$ cat config.mk
export PLATFORM = sky130hd
export DESIGN_NAME = mc_control_flat
export DESIGN_NICKNAME = d
export VERILOG_FILES = /design/src/rtl/mc_control_pkg.sv /design/src/rtl/mc_control_if.sv /design/src/rtl/mc_control_dec.sv /design/src/rtl/mc_control.sv /design/src/flat_wrapper.sv
export SDC_FILE = /design/constraint.sdc
export NUM_CORES = 1
export LEC_CHECK = 0
export CORE_MARGIN = 5
export CORE_UTILIZATION = 40
export DETAILED_ROUTE_END_ITERATION = 8
export PLACE_DENSITY = 0.83
export SLEW_MARGIN = 20
export SYNTH_ARGS = -nofsm -noshare
export SYNTH_HDL_FRONTEND = slang
export SYNTH_SLANG_ARGS = --single-unit
export TNS_END_PERCENT = 50
$ cat constraint.sdc
create_clock -name clk -period 2 [get_ports clk]
set_input_delay 0.4 -clock clk [delete_from_list [all_inputs] [get_ports clk]]
set_output_delay 0.4 -clock clk [all_outputs]
set_load 0.02 [all_outputs]
$ cat src/rtl/mc_control_pkg.sv
// Shared encodings for the multicycle MIPS main control FSM.
// Holds the state codes, the opcodes the controller understands, the ALUOp
// codes and a helper that says whether an opcode is decodable.
// Optional feature macro: MC_CONTROL_IMMEDIATE_EN (enables addi decoding).
package mips_ctrl_pkg;

  typedef enum logic [3:0] {
    S_FETCH     = 4'd0,
    S_DECODE    = 4'd1,
    S_MEMADDR   = 4'd2,
    S_MEMREAD   = 4'd3,
    S_MEMWB     = 4'd4,
    S_MEMWRITE  = 4'd5,
    S_REXEC     = 4'd6,
    S_RWB       = 4'd7,
    S_BEQ       = 4'd8,
    S_JUMP      = 4'd9,
    S_ADDI_EXEC = 4'd10,
    S_ADDI_WB   = 4'd11
  } state_t;

  localparam logic [5:0] OP_RTYPE = 6'b000000;
  localparam logic [5:0] OP_LW    = 6'b100011;
  localparam logic [5:0] OP_SW    = 6'b101011;
  localparam logic [5:0] OP_BEQ   = 6'b000100;
  localparam logic [5:0] OP_J     = 6'b000010;
  localparam logic [5:0] OP_ADDI  = 6'b001000;

  localparam logic [1:0] ALUOP_ADD   = 2'b00;
  localparam logic [1:0] ALUOP_SUB   = 2'b01;
  localparam logic [1:0] ALUOP_FUNCT = 2'b10;

  // True when DECODE has a successor state for this opcode.
  function automatic logic op_supported(input logic [5:0] op);
    case (op)
      OP_RTYPE, OP_LW, OP_SW, OP_BEQ, OP_J: op_supported = 1'b1;
`ifdef MC_CONTROL_IMMEDIATE_EN
      OP_ADDI:                               op_supported = 1'b1;
`endif
      default:                               op_supported = 1'b0;
    endcase
  endfunction

endpackage

$ cat src/rtl/mc_control_if.sv
// Control bundle between the main control FSM and the MIPS datapath.
// master: the controller (takes op/mem_ready, drives enables and selects).
// slave : the datapath/memory side (drives op/mem_ready, takes controls).
interface mc_control_if;
  logic [5:0] op;
  logic       mem_ready;
  logic       pcwrite;
  logic       pcwritecond;
  logic       iord;
  logic       memread;
  logic       memwrite;
  logic       irwrite;
  logic       memtoreg;
  logic       regdst;
  logic       regwrite;
  logic       alusrca;
  logic [1:0] alusrcb;
  logic [1:0] pcsource;
  logic       aluop1;
  logic       aluop0;
  logic       illegal_op;
  logic [3:0] state;

  modport master (
    input  op, mem_ready,
    output pcwrite, pcwritecond, iord, memread, memwrite, irwrite,
           memtoreg, regdst, regwrite, alusrca, alusrcb, pcsource,
           aluop1, aluop0, illegal_op, state
  );

  modport slave (
    output op, mem_ready,
    input  pcwrite, pcwritecond, iord, memread, memwrite, irwrite,
           memtoreg, regdst, regwrite, alusrca, alusrcb, pcsource,
           aluop1, aluop0, illegal_op, state
  );
endinterface

$ cat src/rtl/mc_control_dec.sv
// Output decoder for the multicycle control FSM: maps the registered state
// (plus mem_ready in FETCH and op in DECODE) to datapath controls.
// Inputs : reset, state, op, mem_ready.
// Outputs: every datapath control plus the debug state view.
// Reset gates everything to zero combinationally so an interrupted
// instruction loses its write enables in the same cycle reset rises.
// Optional feature macro: MC_CONTROL_IMMEDIATE_EN (ADDI_EXEC/ADDI_WB outputs).
module mc_control_dec
  import mips_ctrl_pkg::*;
(
  input  logic       reset,
  input  state_t     state,
  input  logic [5:0] op,
  input  logic       mem_ready,
  output logic       pcwrite,
  output logic       pcwritecond,
  output logic       iord,
  output logic       memread,
  output logic       memwrite,
  output logic       irwrite,
  output logic       memtoreg,
  output logic       regdst,
  output logic       regwrite,
  output logic       alusrca,
  output logic [1:0] alusrcb,
  output logic [1:0] pcsource,
  output logic       aluop1,
  output logic       aluop0,
  output logic       illegal_op,
  output logic [3:0] state_dbg
);

  logic [1:0] aluop;

  assign aluop1    = aluop[1];
  assign aluop0    = aluop[0];
  assign state_dbg = reset ? 4'd0 : state;

  always_comb begin
    pcwrite     = 1'b0;
    pcwritecond = 1'b0;
    iord        = 1'b0;
    memread     = 1'b0;
    memwrite    = 1'b0;
    irwrite     = 1'b0;
    memtoreg    = 1'b0;
    regdst      = 1'b0;
    regwrite    = 1'b0;
    alusrca     = 1'b0;
    alusrcb     = 2'b00;
    pcsource    = 2'b00;
    aluop       = ALUOP_ADD;
    illegal_op  = 1'b0;
    if (!reset) begin
      case (state)
        S_FETCH: begin
          memread = 1'b1;
          alusrcb = 2'b01;
          // IR and PC only update on the cycle the fetch completes.
          irwrite = mem_ready;
          pcwrite = mem_ready;
        end
        S_DECODE: begin
          alusrcb    = 2'b11;
          illegal_op = !op_supported(op);
        end
        S_MEMADDR: begin
          alusrca = 1'b1;
          alusrcb = 2'b10;
        end
        S_MEMREAD: begin
          memread = 1'b1;
          iord    = 1'b1;
        end
        S_MEMWRITE: begin
          memwrite = 1'b1;
          iord     = 1'b1;
        end
        S_MEMWB: begin
          regwrite = 1'b1;
          memtoreg = 1'b1;
        end
        S_REXEC: begin
          alusrca = 1'b1;
          aluop   = ALUOP_FUNCT;
        end
        S_RWB: begin
          regwrite = 1'b1;
          regdst   = 1'b1;
        end
        S_BEQ: begin
          alusrca     = 1'b1;
          aluop       = ALUOP_SUB;
          pcwritecond = 1'b1;
          pcsource    = 2'b01;
        end
        S_JUMP: begin
          pcwrite  = 1'b1;
          pcsource = 2'b10;
        end
`ifdef MC_CONTROL_IMMEDIATE_EN
        S_ADDI_EXEC: begin
          alusrca = 1'b1;
          alusrcb = 2'b10;
        end
        S_ADDI_WB: begin
          regwrite = 1'b1;
        end
`endif
        default: ;
      endcase
    end
  end

endmodule

$ cat src/rtl/mc_control.sv
// Multicycle main control FSM for the MIPS datapath.
// Ports: clk, reset (synchronous, active-high), bus (mc_control_if.master)
// carrying op/mem_ready in and all datapath controls plus debug state out.
// This level holds only the state register and next-state logic; output
// decoding lives in mc_control_dec.
// Optional feature macro: MC_CONTROL_IMMEDIATE_EN (addi via ADDI_EXEC/ADDI_WB).
module mc_control
  import mips_ctrl_pkg::*;
(
  input  logic         clk,
  input  logic         reset,
  mc_control_if.master bus
);

  state_t state_reg;
  state_t state_next;

  always_comb begin
    state_next = S_FETCH;
    case (state_reg)
      S_FETCH:    state_next = bus.mem_ready ? S_DECODE : S_FETCH;
      S_DECODE: begin
        case (bus.op)
          OP_LW, OP_SW: state_next = S_MEMADDR;
          OP_RTYPE:     state_next = S_REXEC;
          OP_BEQ:       state_next = S_BEQ;
          OP_J:         state_next = S_JUMP;
`ifdef MC_CONTROL_IMMEDIATE_EN
          OP_ADDI:      state_next = S_ADDI_EXEC;
`endif
          default:      state_next = S_FETCH;
        endcase
      end
      // op is re-examined here; anything other than lw/sw abandons the access.
      S_MEMADDR: begin
        if (bus.op == OP_LW)      state_next = S_MEMREAD;
        else if (bus.op == OP_SW) state_next = S_MEMWRITE;
        else                      state_next = S_FETCH;
      end
      S_MEMREAD:  state_next = bus.mem_ready ? S_MEMWB : S_MEMREAD;
      S_MEMWRITE: state_next = bus.mem_ready ? S_FETCH : S_MEMWRITE;
      S_REXEC:    state_next = S_RWB;
`ifdef MC_CONTROL_IMMEDIATE_EN
      S_ADDI_EXEC: state_next = S_ADDI_WB;
`endif
      // MEMWB, RWB, BEQ, JUMP, ADDI_WB and any stray code all restart fetch.
      default:    state_next = S_FETCH;
    endcase
  end

  always_ff @(posedge clk) begin
    if (reset) state_reg <= S_FETCH;
    else       state_reg <= state_next;
  end

  mc_control_dec u_dec (
    .reset       (reset),
    .state       (state_reg),
    .op          (bus.op),
    .mem_ready   (bus.mem_ready),
    .pcwrite     (bus.pcwrite),
    .pcwritecond (bus.pcwritecond),
    .iord        (bus.iord),
    .memread     (bus.memread),
    .memwrite    (bus.memwrite),
    .irwrite     (bus.irwrite),
    .memtoreg    (bus.memtoreg),
    .regdst      (bus.regdst),
    .regwrite    (bus.regwrite),
    .alusrca     (bus.alusrca),
    .alusrcb     (bus.alusrcb),
    .pcsource    (bus.pcsource),
    .aluop1      (bus.aluop1),
    .aluop0      (bus.aluop0),
    .illegal_op  (bus.illegal_op),
    .state_dbg   (bus.state)
  );

endmodule

$ cat src/flat_wrapper.sv
// flat-port wrapper written by rule: the top's interface ports become plain ports
module mc_control_flat import mips_ctrl_pkg::*;
  (clk, reset, bus_op, bus_mem_ready, bus_pcwrite, bus_pcwritecond, bus_iord, bus_memread, bus_memwrite, bus_irwrite, bus_memtoreg, bus_regdst, bus_regwrite, bus_alusrca, bus_alusrcb, bus_pcsource, bus_aluop1, bus_aluop0, bus_illegal_op, bus_state);
  mc_control_if bus_i ();
  input  logic clk;
  input  logic reset;
  input wire logic [$bits(bus_i.op)-1:0] bus_op;
  input wire logic [$bits(bus_i.mem_ready)-1:0] bus_mem_ready;
  output wire logic [$bits(bus_i.pcwrite)-1:0] bus_pcwrite;
  output wire logic [$bits(bus_i.pcwritecond)-1:0] bus_pcwritecond;
  output wire logic [$bits(bus_i.iord)-1:0] bus_iord;
  output wire logic [$bits(bus_i.memread)-1:0] bus_memread;
  output wire logic [$bits(bus_i.memwrite)-1:0] bus_memwrite;
  output wire logic [$bits(bus_i.irwrite)-1:0] bus_irwrite;
  output wire logic [$bits(bus_i.memtoreg)-1:0] bus_memtoreg;
  output wire logic [$bits(bus_i.regdst)-1:0] bus_regdst;
  output wire logic [$bits(bus_i.regwrite)-1:0] bus_regwrite;
  output wire logic [$bits(bus_i.alusrca)-1:0] bus_alusrca;
  output wire logic [$bits(bus_i.alusrcb)-1:0] bus_alusrcb;
  output wire logic [$bits(bus_i.pcsource)-1:0] bus_pcsource;
  output wire logic [$bits(bus_i.aluop1)-1:0] bus_aluop1;
  output wire logic [$bits(bus_i.aluop0)-1:0] bus_aluop0;
  output wire logic [$bits(bus_i.illegal_op)-1:0] bus_illegal_op;
  output wire logic [$bits(bus_i.state)-1:0] bus_state;
  assign bus_i.op = bus_op;
  assign bus_i.mem_ready = bus_mem_ready;
  assign bus_pcwrite = bus_i.pcwrite;
  assign bus_pcwritecond = bus_i.pcwritecond;
  assign bus_iord = bus_i.iord;
  assign bus_memread = bus_i.memread;
  assign bus_memwrite = bus_i.memwrite;
  assign bus_irwrite = bus_i.irwrite;
  assign bus_memtoreg = bus_i.memtoreg;
  assign bus_regdst = bus_i.regdst;
  assign bus_regwrite = bus_i.regwrite;
  assign bus_alusrca = bus_i.alusrca;
  assign bus_alusrcb = bus_i.alusrcb;
  assign bus_pcsource = bus_i.pcsource;
  assign bus_aluop1 = bus_i.aluop1;
  assign bus_aluop0 = bus_i.aluop0;
  assign bus_illegal_op = bus_i.illegal_op;
  assign bus_state = bus_i.state;
  mc_control u_core (.clk(clk), .reset(reset), .bus(bus_i));
endmodule
* Word-level counts from Yosys, hierarchy flattened
Index checks and enable logic that the tools add are counted.
W data, S select, Z words.
** Operators by class
- Multiplexer cells :: 39
- Eq/ne operators :: 13
- Reduce and logical (&&, ||, !) cells :: 9
** Operator list (count)
- $mux W1 :: 25
- $pmux W4 S6 :: 1
- $eq A4 B3 Y1 const B :: 4
- $pmux W4 S4 :: 1
- $eq A6 B6 Y1 const B :: 2
- $mux W3 :: 3
- $eq A4 B2 Y1 const B :: 2
- $eq A4 B4 Y1 const B :: 2
- $mux W4 :: 2
- $pmux W2 S2 :: 2
- $reduce_or A2 Y1 :: 4
- $eq A6 B2 Y1 const B :: 1
- $eq A6 B3 Y1 const B :: 1
- $logic_not A6 Y1 :: 1
- $mux W2 :: 3
- $pmux W2 S3 :: 1
- $reduce_or A5 Y1 :: 1
- $eq A4 B1 Y1 const B :: 1
- $logic_not A4 Y1 :: 1
- $reduce_or A3 Y1 :: 1
- $pmux W1 S2 :: 1
- $logic_not A1 Y1 :: 1
** Word-level totals
- Input port bits :: 9
- Output and inout port bits :: 21
- Logic and storage cells :: 62
- Flip-flop bits (word level) :: 4

* Longest topological paths before layout
Gate-level depths: netlist of the first run.
- Depth in word-level cells :: 8
- Depth in mapped cells :: 6
- Depth with buffers taken out :: 4

* Cells and area by module
From an unflattened synthesis of the first run, not the netlist that was laid out.
** Unflattened totals
- Cells, all modules :: 80
- Area total of the unflattened synthesis :: 598.1 um^2
** By module, submodules not included
- mc_control :: area an instance 319.1 um^2, cells an instance 39, instances 1, sequential area each 80.1 um^2
- mc_control_dec :: area an instance 279.0 um^2, cells an instance 41, instances 1, sequential area each 0.0 um^2

* Worst setup path before layout of the first run
No wires, ideal clock.
- Kind :: register to output
- From :: register u_core.state_reg[3]
- To :: output port bus_pcsource[0]
- Data arrival time :: 1.757 ns
- Setup slack :: -0.157 ns
- Data required time :: 1.600 ns
- Cell stages (with the launch flop) :: 6
- Path buffers :: 2
- Path through :: dfxtp_1 -> clkbuf_2 -> nor2b_1 -> nand2_1 -> nor3_1 -> buf_4
** On the way
- Longest elaborated chain between the ends :: 3
- Elaborated cells between the ends (all ways) :: 4
- Those cells by class :: eq/ne: 2; mux: 2
** Ends and longest elaborated chain
- start, declared :: line mc_control.sv:15 : state_t state_reg;
- start signal, assigned :: line mc_control.sv:53 : else state_reg <= state_next;
- $eq A4 B4 Y1 :: line mc_control_dec.sv:55 : case (state)
- $pmux W2 S2 * :: line mc_control_dec.sv:55
- $mux W2 * :: line mc_control_dec.sv:54 : if (!reset) begin
- end, declared :: line flat_wrapper.sv:20 : output wire logic [$bits(bus_i.pcsource)-1:0] bus_pcsource;
Every way passes the cells marked *; elsewhere a longest branch is shown, timed or not.

* Final worst setup path of the first run
- From :: input port bus_op[0]
- To :: output port bus_illegal_op
** On the way
- Longest elaborated chain between the ends :: 8
- Elaborated cells between the ends (all ways) :: 12
- Those cells by class :: eq/ne: 4; mux: 5; reduce/logical: 3
** Ends and longest elaborated chain
- start, declared :: line flat_wrapper.sv:7 : input wire logic [$bits(bus_i.op)-1:0] bus_op;
- $eq A6 B3 Y1, or another cell as far along :: line mc_control_pkg.sv:35 : case (op)
- $reduce_or A5 Y1 * :: line mc_control_pkg.sv:35
- $mux W1 * :: line mc_control_pkg.sv:35
- $mux W1 * :: line mc_control_dec.sv:55
- $mux W1 * :: line mc_control_dec.sv:54
- $logic_not A1 Y1 * :: line mc_control_dec.sv:65 : illegal_op = !op_supported(op);
- $mux W1 * :: line mc_control_dec.sv:55
- $mux W1 * :: line mc_control_dec.sv:54
- end, declared :: line flat_wrapper.sv:23 : output wire logic [$bits(bus_i.illegal_op)-1:0] bus_illegal_op;
Every way passes the cells marked *; elsewhere a longest branch is shown, timed or not. The select of a mux whose other input is x is not followed.

==> results of run 1 <==
[worst register-to-register path, stage by stage (launching register included)]
cell,delay (ns)
dfxtp_1,0.33
buf_4,0.17
or4_4,0.53
o22ai_2,0.10
nand2_1,0.06
a21oi_1,0.13
[metal layers]
layer	global-route usage	wire (um)
met1	0.177	704
met2	0.365	948
met3	0.0547	242
met4	0.176	73
met5	0	0
[kinds of logic after synthesis]
kind of cell / after synthesis / share of synthesized area
flip-flops: 4 / 0.152
XOR/XNOR: 2 / 0.0332
AO/OA/AOI/OAI: 15 / 0.173
multiplexers: 1 / 0.0190
AND/OR/NAND/NOR: 50 / 0.526
buffers and inverters: 10 / 0.0971
[area by class of cell]
type / instances / area, um^2
timing repair buffer: 51 / 419
multi-input combinational: 68 / 412
inverter: 3 / 11.3
sequential: 4 / 80.1
tap: 15 / 18.8
fill: 105 / 305
clock buffer: 3 / 22.5
[cells in the mapped netlist, drive strengths merged, types with 3 or more instances]
cell | instances | area [um^2]
inv | 3 | 11.3
o21ai | 5 | 25.0
nand2 | 8 | 30.0
and3 | 3 | 20.0
a21oi | 5 | 25.0
buf | 5 | 30.0
nor3 | 5 | 25.0
dfxtp | 4 | 80.1
nor2b | 3 | 18.8
nor2 | 14 | 52.6
[per-stage QoR]
step,instances,setup TNS (ns)
after floorplan,82,0
after global placement,141,-5.81
after detailed placement,141,-6.40
after CTS,144,-0.290
after global routing,144,-0.0358
final,144,0
[worst max-delay path by stage]
stage                      to           startpoint  cells past startpoint  slack [ns]
2_1_floorplan     bus_pcwrite  u_core.state_reg[3]                      5        0.02
3_3_place_gp      bus_pcwrite                reset                      6       -0.49
3_5_place_dp      bus_pcwrite                reset                      6       -0.52
4_1_cts           bus_pcwrite                reset                      6       -0.23
5_1_grt        bus_illegal_op            bus_op[0]                      5       -0.04
6_report       bus_illegal_op            bus_op[0]                      5        0.01
[cell usage in the layout, fill, tap and decap left out, types with 2 or more instances in the layout]
| cell | count |
|---|---|
| dlygate4sd2_1 | 7 |
| nor4_1 | 2 |
| clkdlybuf4s15_1 | 3 |
| o22ai_2 | 2 |
| clkdlybuf4s50_1 | 6 |
| a21oi_1 | 4 |
| o21ai_0 | 5 |
| nand2b_1 | 2 |
| nand2_1 | 8 |
| clkbuf_4 | 3 |
| nor2_1 | 14 |
| clkdlybuf4s15_2 | 4 |
| nor3_1 | 4 |
| nor2b_1 | 3 |
| and3_1 | 2 |
| xnor2_1 | 2 |
| inv_1 | 3 |
| dfxtp_1 | 4 |
| buf_2 | 6 |
| buf_4 | 24 |
[report_power, final]
part | switching [mW] | internal (mW)
clock network | 0.0465 | 0.0680
registers | 0.00402 | 0.0821
logic | 0.0565 | 0.0597
[what timing repair did]
item / 4_1_cts / 5_1_grt
setup endpoints to repair: 21 / 15
buffers inserted: 0 / 0
endpoints found under the hold margin: 0 / 0
resized for setup: 57 / 3
pin swaps: 3 / 0
==> impl_results.md, run 1 <==
- EDFF count, synth: 0
- Type of the tightest min-delay check: input pin to flop
- Mapped Cells: 82
- Layout cells sized above 1: 0.357
- CTS Sinks: 4
- CP arrival: roughly 1.6 ns
- Die footprint: 0.00215 mm^2
- Drt first pass iters: 4
- DRC Markers: 0
- Final setup violation count: 0
- Synthesized flop and latch total: 4
- PwrDens: approximately 330 mW/mm^2
- Cell area after synthesis: between 500 and 600 um^2
- Max-Slew Margin vs Limit: 0.746
- Vias: approximately 800
- Via density: approximately 5.4
- Critical path, cell by cell: clkdlybuf4s50_1 -> or3_4 -> o22ai_2 -> a21oi_2 -> buf_4
- Cts hold-fix bufs: 0
- Fin crit share: 0.994
- Root Driver: clkbuf_4
- Slowest stage cell, crit path: clkdlybuf4s50_1
- Util after Layout: 0.759
- Max Cap Viol: 0
- Mapped Nets: about 90
- Final Max Tran Viols: 0
- Synth Flop Type: dfxtp_1
- Starting Density: 0.416
- Maximum vdd ir drop: ~0.25 mV
- Async S/R FF share, synth: 0
- Synth Warn #: 0
- Vias in the first global route: 725
- Chip width: between 40 and 50 um
- LEAKAGE: about 0.46 nW
- Crit path max-delay family: buffers and inverters
- Clock period minus worst slack: slightly below 2 ns
- CTS tree: yes
- Total power: ~0.32 mW
- Reg clk slew, reported paths: about 0.050 ns
- 1st-iter DRT viols: 27
- WL final: roughly 2000 um
- GRT Residual Overflow: 0
- Layout area overhead: 82.5%
- Average cell area after synthesis: between 6 and 7 um^2
- Antenna viol nets, final: 0
- Status: finished, final reports clean
- Nets: 140
- Reg2reg start: u_core.state_reg[2]
- CTS Buf Count: 3
- Number of H-tree levels: 1
- Worst Setup End Kind: output port
- Max reg flops: 4
- Total GRT Usage: 0.201
- First-pass GRT wire length: just under 3000 um
- Initial antenna violation count: 0
- Sequential fraction of the synthesis area: 0.152
- Clock Path Buffers: 2
- Placer Congestion: between 0.8 and 0.9
- Post-route cell area: approximately 960 um^2
- CP bufs+invs: 2
- Cell Area, Placed: around 970 um^2
- Ant. Diodes: 0
- Hold Crit Start: bus_op[3]
- Hold Crit Depth: 5
- Slew @ Worst Pin: roughly 0.38 ns
- Nature of the critical path startpoint: input pin
- Largest net degree at the start of global routing: 12
- CP max stage delay: between 0.4 and 0.5 ns
- Crit Path Class: input pin to output port
- Fin Hold WS: ~0.66 ns
- Critical path required time: ~1.6 ns
- Worst Hold End: u_core.state_reg[1]
- Clk_skew: between 0.015 and 0.02 ns
- Core Area: around 0.0013 mm^2
- I/O Buffers: 29
- Hold Fails Final Rpt: 0
- Pre-CTS setup slack: -0.519 ns
- FF-to-FF setup slack: approximately 0.61 ns
- Post-route setup slack: ~0.012 ns
- Die Ht: 46.3 um
- Core Rows: 13
- Crit Path Max Fanout: 2
- Reg2Reg Depth: 5
- Netlist cell types: 35
- Clock latency on the worst-skew pair: between 0.2 and 0.3 ns
- Detailed Place HPWL: 1560 um
- WL/cell: ~14 um
- Reg2Reg Capture Point: u_core.state_reg[2]
- Fmax achieved: between 500 and 600 MHz
- I/O pins: 30
- RSZ-0062 raised after global routing: true
(Power assumes the default switching activity.)
==> run 2, diff against run 1 <==
--- a/config.mk
+++ b/config.mk
@@ -5,7 +5,7 @@
 export SDC_FILE = /design/constraint.sdc
 export NUM_CORES = 1
 export LEC_CHECK = 0
-export CORE_MARGIN = 5
+export CORE_MARGIN = 3
 export CORE_UTILIZATION = 40
 export DETAILED_ROUTE_END_ITERATION = 8
 export PLACE_DENSITY = 0.83
==> run 2 against run 1 <==
Against the previous run: sequential cell count unchanged; hold slack gained 0.057 ns; wire length grew 4.5%; combinational power up 7%; non-clock buffer count decreased by 1; count of clock-buffer cells in the layout stayed put.
==> impl_results.md, run 2 (synthesized netlist as in run 1, its figures left out) <==
- Layout area overhead: 87.2%
- Root Driver: clkbuf_4
- Die Ht: 42.3 um
- I/O pins: 30
- Final Max Tran Viols: 0
- PwrDens: about 330 mW/mm^2
- Worst Setup End Kind: output port
- Cts hold-fix bufs: 0
- Max Cap Viol: 0
- Reg clk slew, reported paths: 0.04 ns
- I/O Buffers: 29
- Hold Fails Final Rpt: 0
- CP arrival: approximately 1.6 ns
- WL final: roughly 2100 um
- FF-to-FF setup slack: between 0.5 and 0.6 ns
- Crit path max-delay family: buffers and inverters
- Number of H-tree levels: 1
- Core Area: approximately 0.0012 mm^2
- Total power: approximately 0.32 mW
- GRT Residual Overflow: 0
- 1st-iter DRT viols: 14
- Most common cell after layout, fill and taps aside: buf_4
- Placer Congestion: a little over 0.9
- Clock latency on the worst-skew pair: 0.25 ns
- LEAKAGE: roughly 0.51 nW
- Drt first pass iters: 4
- Status: finished, final reports clean
- Nature of the critical path startpoint: input pin
- Fill cells: 83
- WL/cell: between 10 and 15 um
- CP bufs+invs: 2
- Die footprint: ~0.0018 mm^2
- Max-Slew Margin vs Limit: 0.747
- Starting Density: 0.451
- Final setup violation count: 0
- Vias: between 800 and 900
- Type of the tightest min-delay check: flop to flop
- Via density: 5.74
- Maximum vdd ir drop: roughly 0.42 mV
- Critical path, cell by cell: clkdlybuf4s50_1 -> or3_4 -> o22ai_2 -> a21oi_1 -> buf_2
- RSZ-0062 raised after global routing: true
- Detailed Place HPWL: about 1500 um
- Largest net degree at the start of global routing: 13
- Crit Path Class: input pin to output port
- Clk_skew: ~0.00011 ns
- CTS tree: yes
- Total GRT Usage: 0.234
- Core Rows: 12
- CTS Buf Count: 3
- DRC Markers: 0
- Nets: about 140
- Layout cells sized above 1: 0.313
- Initial antenna violation count: 0
- Clock Path Buffers: 2
- Critical path required time: around 1.6 ns
- Slew @ Worst Pin: 0.376 ns
- Vias in the first global route: roughly 750
- CTS Sinks: 4
- Fin crit share: 0.995
- CP max stage delay: ~0.42 ns
- Chip width: around 42 um
- Setup_tns: 0 ns
- Slowest stage cell, crit path: clkdlybuf4s50_1
- Crit Path Max Fanout: 2
- Fin Hold WS: 0.722 ns
- Ant. Diodes: 0
- Clock period minus worst slack: 1.99 ns
- Max reg flops: 4
- Fmax achieved: between 500 and 600 MHz
- Util after Layout: 0.844
- Antenna viol nets, final: 0
- Most frequent cells in the layout: buf_4, dlygate4sd2_1, nor2_1
- First-pass GRT wire length: around 3200 um
## run 2: cell count changes in the layout (fill, tap and decap cells not counted), moves of 2 or more
cell,previous run,this run
buf_2,6,1
buf_4,24,21
clkdlybuf4s15_1,3,1
clkdlybuf4s15_2,4,1
clkdlybuf4s50_1,6,8
dfxtp_1,4,1
dfxtp_2,0,3
dlygate4sd2_1,7,16
## run 2: tightest hold or removal path, cell delays in order, from the launching register on
cell and delay, ns:
dfxtp_2 0.38, nor3_4 0.08, nand2_1 0.08, buf_4 0.10, nor4_1 0.04
## run 2: power breakdown
group | internal [mW] | leakage [nW] | switching [mW] | total, mW
combinational | 0.0647 | 0.466 | 0.0595 | 0.124
clock | 0.0679 | 0.0138 | 0.0445 | 0.112
sequential | 0.0826 | 0.0338 | 0.00488 | 0.0875
## run 2: final timing paths
| check | startpoint | to | cells past startpoint |
|---|---|---|---|
| max | bus_op[5] | bus_illegal_op | 5 |
| min | u_core.state_reg[3] | u_core.state_reg[3] | 4 |
| max reg2reg | u_core.state_reg[1] | u_core.state_reg[0] | 5 |
| min reg2reg | u_core.state_reg[3] | u_core.state_reg[3] | 4 |
## run 2: layer usage
metal  up-vias  global-route usage  wire [um]
met1       379               0.229        787
met2        48               0.438       1060
met5         -                   0          0
met4         0               0.124         55
li1        381                   -          -
met3         7              0.0601        157
## run 2: final cells by class
class	instances	area, um^2	area share
repair buffers	50	429	0.434
multi-input cells	68	424	0.429
flip-flops and latches	4	83.8	0.0848
clock buffers	3	22.5	0.0228
well taps	14	17.5	0.0177
inverters	3	11.3	0.0114
## run 2: metrics by stage
stage / cell area, um^2 / setup WS, ns / instances
detailed placement: 951 / -0.624 / 138
global route: 988 / -0.0273 / 142
CTS: 978 / 0.0110 / 142
global placement: 951 / -0.574 / 138
finish: 988 / 0.00985 / 142
floorplan: 533 / 0.0196 / 82
## run 2: repair_timing
action | CTS | global route
gates resized for setup | 30 | 5
gates cloned | 0 | 0
endpoints found under the setup margin | 21 | 9
setup buffers | 1 | 0
pin swaps | 2 | 0
hold endpoints to repair | 0 | 0
==> run 3, diff against run 2 <==
--- a/config.mk
+++ b/config.mk
@@ -8,9 +8,9 @@
 export CORE_MARGIN = 3
 export CORE_UTILIZATION = 40
 export DETAILED_ROUTE_END_ITERATION = 8
+export GPL_TIMING_DRIVEN = 0
 export PLACE_DENSITY = 0.83
-export SLEW_MARGIN = 20
 export SYNTH_ARGS = -nofsm -noshare
 export SYNTH_HDL_FRONTEND = slang
 export SYNTH_SLANG_ARGS = --single-unit
-export TNS_END_PERCENT = 50
+export TNS_END_PERCENT = 5
==> run 3 against run 2 <==
Against the previous run: clock skew increased by 0.0040 ns; die area unchanged; final area decreased by 12%; non-clock buffer count decreased by 11; total power decreased by 11%.
==> impl_results.md, run 3 (synthesized netlist as in run 1, its figures left out) <==
- Setup_tns: 0 ns
- I/O pins: 30
- Maximum vdd ir drop: 0.377 mV
- CP bufs+invs: 3
- Type of the tightest min-delay check: input pin to flop
- LEAKAGE: between 0.4 and 0.5 nW
- First-pass GRT wire length: around 2700 um
- Root Driver: clkbuf_4
- Core Rows: 12
- Total GRT Usage: 0.196
- Largest net degree at the start of global routing: 11
- WL final: ~1700 um
- Max reg flops: 4
- Reg2Reg Capture Point: u_core.state_reg[1]
- Slew @ Worst Pin: 0.372 ns
- Final Max Tran Viols: 0
- FF-to-FF setup slack: about 0.64 ns
- Fmax achieved: between 500 and 600 MHz
- PwrDens: ~330 mW/mm^2
- Starting Density: 0.451
- Crit path capture: bus_alusrcb[0]
- Non-Filler Instances: 131
- Nets: between 100 and 150
- Critical path origin: u_core.state_reg[1]
- Layout area overhead: 64.9%
- Critical path, cell by cell: buf_2 -> buf_2 -> nor4_1 -> dlygate4sd2_1
- Clock Path Buffers: 2
- CTS Buf Count: 3
- Max Cap Viol: 0
- CP max stage delay: 0.37 ns
- CTS Sinks: 4
- GRT Residual Overflow: 0
- Layout cells sized above 1: 0.299
- Detailed Place HPWL: 1250 um
- Clock period minus worst slack: slightly below 2 ns
- Critical path required time: about 1.6 ns
- Status: finished, final reports clean
- Drt first pass iters: 4
- Fin Hold WS: 0.605 ns
- Crit Path Class: flop to output port
- DRC Markers: 0
- Dpl cells: about 130
- CTS tree: yes
- Cell Area, Placed: 841 um^2
- Vias: 694
- Reg2Reg Depth: 5
- Levels on crit path: 4
- Fin crit share: 0.979
- Final setup violation count: 0
- Antenna viol nets, final: 0
- Max-Slew Margin vs Limit: 0.749
- Vias in the first global route: 619
- RSZ-0062 raised after global routing: true
- Hold Crit Depth: 3
- Post-route setup slack: roughly 0.041 ns
- Most frequent cells in the layout: dlygate4sd2_1, nor2_1, clkbuf_2
- I/O Buffers: 29
- Post-route cell area: about 870 um^2
- Hold Fails Final Rpt: 0
- Total power: slightly below 0.3 mW
- Core Area: about 0.0012 mm^2
- Cts hold-fix bufs: 0
- Reg clk slew, reported paths: around 0.030 ns
- Number of H-tree levels: 1
- Die Ht: 42.3 um
- Crit path top cell by count: buf_2
- Worst Setup End Kind: output port
- Nature of the critical path startpoint: flop
- Die footprint: roughly 0.0018 mm^2
- CP arrival: about 1.6 ns
- Crit Path Max Fanout: 10
- Fill cells: ~110
- Pre-CTS setup slack: -0.725 ns
- Chip width: around 42 um
- Initial antenna violation count: 0
- Placer Congestion: between 0.8 and 0.9
- Clock latency on the worst-skew pair: ~0.25 ns
- Slowest stage cell, crit path: dlygate4sd2_1
- Crit path max-delay family: buffers and inverters
- WL/cell: 13.0 um
- Reg2reg start: u_core.state_reg[2]
- Via density: ~5.3
- Ant. Diodes: 0
- Util after Layout: 0.744
- Most common cell after layout, fill and taps aside: dlygate4sd2_1
- Clk_skew: 0.00416 ns
- 1st-iter DRT viols: 11
run 3: final cells by class:
| cell class | count | area [um^2] | area share |
|---|---|---|---|
| multi-input combinational | 68 | 427 | 0.490 |
| timing repair buffer | 32 | 264 | 0.303 |
| sequential | 4 | 81.3 | 0.0934 |
| buffer | 7 | 43.8 | 0.0503 |
| clock buffer | 3 | 22.5 | 0.0259 |
| tap | 14 | 17.5 | 0.0201 |
| inverter | 3 | 15.0 | 0.0172 |
run 3: worst min path at each step:
stage | start | to
finish | bus_op[1] | u_core.state_reg[3]
global route | bus_op[2] | u_core.state_reg[3]
CTS | u_core.state_reg[2] | u_core.state_reg[3]
detailed placement | u_core.state_reg[2] | u_core.state_reg[3]
global placement | u_core.state_reg[2] | u_core.state_reg[3]
floorplan | bus_op[4] | u_core.state_reg[3]
run 3: metal layers:
| metal | track usage | up-vias | part of all wire |
|---|---|---|---|
| li1 | - | 357 | - |
| met4 | 0.0745 | 0 | 0.015 |
| met3 | 0.0558 | 5 | 0.068 |
| met2 | 0.350 | 25 | 0.49 |
| met5 | 0 | - | 0 |
| met1 | 0.216 | 307 | 0.43 |
run 3: repair_timing:
action,4_1_cts,5_1_grt
gates cloned,0,0
resized for setup,35,22
pin swaps,1,0
setup endpoints to repair,21,15
setup buffers,0,3
run 3: tightest hold or removal path, delay by kind of cell:
kind	cells	cell delay [ns]
buffers and inverters	1	0.19
XOR/XNOR	1	0.16
AND/OR/NAND/NOR	1	0.05
run 3: power breakdown:
part           switching, mW  total (mW)  internal (mW)  leakage [nW]
registers           0.000608      0.0829         0.0822        0.0330
clock network         0.0382       0.106         0.0674        0.0138
logic                 0.0567       0.100         0.0436         0.404
